## src/rtl/detector_param.sv

```systemverilog
// ---------------------------------------------------------------------------
// detector_param
// Serial pattern detector. Bits on `e` are accepted on edges where e_valido=1
// and shifted into an N-bit history (newest bit at the LSB). Once N bits have
// been seen since the last clear, a history equal to the pattern register
// produces a one-cycle registered pulse on `s`.
//
// Parameters
//   N          pattern length (2..16)
//   PADRAO_RST pattern loaded at reset (MSB = first bit of the sequence)
//   SOBREPOR   1 = overlapping detection, 0 = non-overlapping
//   LARG_CONT  match counter width
//
// Ports
//   clk        clock, rising edge
//   rst        synchronous active-high reset (highest priority)
//   e_valido   accept strobe for e
//   e          serial data bit
//   carregar   load strobe: padrao_in -> pattern, clears fill (beats e_valido)
//   padrao_in  new pattern
//   s          match pulse, one cycle after the completing bit
//   contagem   saturating match count
//
// Optional feature: define DETECTOR_CONTADOR_EN to build the match counter.
// Without it contagem is tied to 0 and no counter flops exist.
// ---------------------------------------------------------------------------
module detector_param #(
    parameter int             N          = 4,
    parameter logic [N-1:0]   PADRAO_RST = 4'b1011,
    parameter int             SOBREPOR   = 1,
    parameter int             LARG_CONT  = 8
) (
    input  logic                 clk,
    input  logic                 rst,
    input  logic                 e_valido,
    input  logic                 e,
    input  logic                 carregar,
    input  logic [N-1:0]         padrao_in,
    output logic                 s,
    output logic [LARG_CONT-1:0] contagem
);

    localparam int FW = $clog2(N + 1);
    localparam logic [FW-1:0] FILL_MAX = FW'(N);

    logic [N-1:0]  padrao;
    logic [N-1:0]  hist;
    logic [FW-1:0] fill;

    logic          aceita;
    logic [N-1:0]  hist_nxt;
    logic [FW-1:0] fill_nxt;
    logic          match;

    // A load on the same edge discards the incoming bit.
    assign aceita   = e_valido && !carregar;
    assign hist_nxt = {hist[N-2:0], e};
    assign fill_nxt = (fill == FILL_MAX) ? FILL_MAX : fill + FW'(1);
    assign match    = aceita && (hist_nxt == padrao) && (fill_nxt == FILL_MAX);

    always_ff @(posedge clk) begin
        if (rst) begin
            padrao <= PADRAO_RST;
            hist   <= '0;
            fill   <= '0;
            s      <= 1'b0;
        end else if (carregar) begin
            // History is left alone: fill must climb back to N before a
            // match, by which point every history bit is new.
            padrao <= padrao_in;
            fill   <= '0;
            s      <= 1'b0;
        end else if (aceita) begin
            hist <= hist_nxt;
            // Non-overlapping mode restarts the fill so no bit serves twice.
            fill <= (match && SOBREPOR == 0) ? '0 : fill_nxt;
            s    <= match;
        end else begin
            s <= 1'b0;
        end
    end

`ifdef DETECTOR_CONTADOR_EN
    localparam logic [LARG_CONT-1:0] CONT_MAX = '1;

    logic [LARG_CONT-1:0] cont;

    // match is already gated by !carregar, so a load leaves the count alone.
    always_ff @(posedge clk) begin
        if (rst)
            cont <= '0;
        else if (match && cont != CONT_MAX)
            cont <= cont + LARG_CONT'(1);
    end

    assign contagem = cont;
`else
    assign contagem = '0;
`endif

endmodule

```

## config.mk

```make
export PLATFORM = sky130hd
export DESIGN_NAME = detector_param
export DESIGN_NICKNAME = d
export VERILOG_FILES = /design/src/rtl/detector_param.sv
export SDC_FILE = /design/constraint.sdc
export NUM_CORES = 1
export LEC_CHECK = 0
export CAP_MARGIN = 20
export CORE_MARGIN = 4
export CORE_UTILIZATION = 40
export CTS_BUF_LIST = sky130_fd_sc_hd__clkbuf_4 sky130_fd_sc_hd__clkbuf_8
export DETAILED_ROUTE_END_ITERATION = 10
export HOLD_SLACK_MARGIN = 0.06
export PLACE_DENSITY = 0.68
export SYNTH_ARGS = -nofsm -noshare
export SYNTH_HDL_FRONTEND = slang
export SYNTH_SLANG_ARGS = --single-unit
```

## constraint.sdc

```tcl
create_clock -name clk -period 1.6 [get_ports clk]
set_input_delay 0.32 -clock clk [delete_from_list [all_inputs] [get_ports clk]]
set_output_delay 0.32 -clock clk [all_outputs]
set_load 0.02 [all_outputs]
```

==> impl_results.md <==
- CTS buffer count: 3
- Vias post-DR: about 420
- Syn Inst Count: 61
- Post-cts sizing count: 0
- Setup crit end kind: output pin
- Worst hold path type: reg -> reg
- Avg Cell Area, Syn: slightly above 9 um^2
- Post-CTS Setup Inserts: 0
- I/O pins: 18
- Post-Place Cells: 87
- Area grow syn2layout: 23.6%
- Tmin final: approximately 1.5 ns
- CP top delay family: buffers and inverters
- DP HPWL: 760 um
- Routed wire length: between 900 and 1000 um
- P per Cell Area: around 830 nW/um^2
- RSZ-0062 raised after global routing: no
- Root buf cell: clkbuf_4
- Worst-Skew Late Latency: ~0.26 ns
- Row count: 13
- Final net count: 88
- Max Clock Skew: approximately 0.00072 ns
- EDFF count, synth: 0
- Fmax: between 600 and 700 MHz
- Die Area: 2090 um^2
- Final GP Congestion: ~0.79
- Hold slack: 0.477 ns
- Routed WL per cell: between 10 and 15 um
- Slowest CP cell: clkdlybuf4s50_1
- Layout Cells excl Fill: ~90
- Worst Path Buf+Inv: 1
- R2r worst-path depth: 4
- Final WS setup: between 0.1 and 0.15 ns
- FFs w/ async S/R, synth: 0%
- Top cells by count, synth: dfxtp_1, buf_4, nand2_1
- Leak: 0.295 nW
- TritonCTS clock tree: built
- Top post-synthesis cells by area: dfxtp_1, buf_4, xor2_1
- Syn Std Cell Area: between 500 and 600 um^2
- Synth warnings: 0
- Share of cells above drive strength 1: 15.8%
- Status: finished, final reports clean
- H-tree depth: 1
- Seq cells post-synth: 11
- Distinct cells, synth: 25
- Worst Path Arrival: ~1.2 ns
- Final Cell Area: 702 um^2
- Setup Crit Path Kind: reg -> out
- Initial Utilization: around 43%
- Clock slew at reported path FFs: roughly 0.07 ns
- Final core occ: about 53%
- Sequential share of the synthesized area: 38.8%
- Worst VDD drop: about 0.54 mV
- Detail Route Antenna Nets: 0
- TritonCTS Sinks: 11
- Largest net degree at the start of global routing: 11
- Synth area leader: dfxtp_1
- GR Overflow Total: 0
- DP Worst Slack: -0.0235 ns
- Top_reg_cell synth: dfxtp_1
- DR DRC count: 0
- Total power: around 0.58 mW
- TritonRoute pass-1 iters: 3
- Top cell type's share of synthesized area: about 39%
- I/O Buffers: 9
- Global-route wire length before repair: around 1500 um
- Max_cap viols: 0
- Fin. max-slew vios: 0
- Core box area: 1320 um^2
- ANT cells: 0
- Cell Area, Placed: between 600 and 700 um^2
- Final period utilization: just over 90%
- Starting DRT DRC Count: 5
- # hold bufs at CTS: 0
- Die width: ~46 um
- Via density per instance: approximately 4.6
- Setup TNS: 0 ns
- Worst EP required: between 1 and 1.5 ns
- Worst setup SP type: register
- Critical path, cell by cell: clkdlybuf4s50_1
- Vias in the first global route: 354
- # setup viols final: 0
- Total track usage: ~10%
- WHS Path Cells: 2
- Final hold vios: 0
- Top-count cell post-synth: dfxtp_1
- Reg-to-reg setup timing slack: ~0.12 ns
- Initial antenna violation count: 0
- DIE HEIGHT: around 46 um
- Critical Path Max Stage Delay: around 0.60 ns
- Worst-path maximum fanout: 1
- Clk buf depth: 2
- Instance count on the critical path: 1
==> registers in the layout, summed over array words and instances (netlist names) <==
name / count
fill: 3
s: 1
hist: 3
padrao: 4
==> power by group <==
group          switching (mW)  internal [mW]  leakage (nW)
logic                  0.0457         0.0444         0.187
registers             0.00652          0.284        0.0900
clock network          0.0883          0.113        0.0184
total                   0.141          0.442         0.295
==> kinds of logic after synthesis <==
family                   share of synthesized area, %
AND/OR/NAND/NOR                                  19.8
flip-flops                                       38.8
multiplexers                                     5.29
AO/OA/AOI/OAI                                    11.5
XOR/XNOR                                         6.17
other                                           0.660
buffers and inverters                            13.4
adder cells (fa/ha/maj)                          4.40
==> worst paths after layout <==
path | endpoint | start
max | s | s
max reg2reg | s | fill[1]
min reg2reg | hist[2] | hist[2]
min | hist[2] | hist[2]
==> metal layers <==
layer  vias to the layer above  global-route usage [%]  part of all wire, %
met1                       189                    14.1                   45
li1                        220                       -                    -
met4                         0                    1.75                    0
met5                         -                       0                    0
met3                         0                    5.93                  9.2
met2                        13                    13.6                   45
==> final cells by class <==
| cell class | count | area, um^2 |
|---|---|---|
| Inverter | 2 | 7.51 |
| Tap cell | 15 | 18.8 |
| Fill cell | 127 | 616 |
| Multi-Input combinational cell | 45 | 298 |
| Timing Repair Buffer | 14 | 128 |
| Clock buffer | 4 | 30.0 |
| Sequential cell | 11 | 220 |
==> cell usage in the layout, fill, tap and decap left out <==
master / n
a211o_1: 3
nor2_1: 1
nand3b_1: 1
xor2_1: 4
clkdlybuf4s50_1: 9
nor3_1: 2
inv_1: 2
conb_1: 8
o211ai_1: 1
ha_1: 2
buf_4: 5
dfxtp_1: 11
or4_1: 1
nor2b_1: 3
nand2b_1: 1
or4_4: 1
or2b_1: 1
a21oi_1: 3
nor3_2: 1
and2b_1: 1
clkbuf_4: 4
a21oi_2: 1
a211oi_1: 1
mux2i_1: 3
nand2_1: 6
No activity file was read; power rests on OpenSTA's default activity.
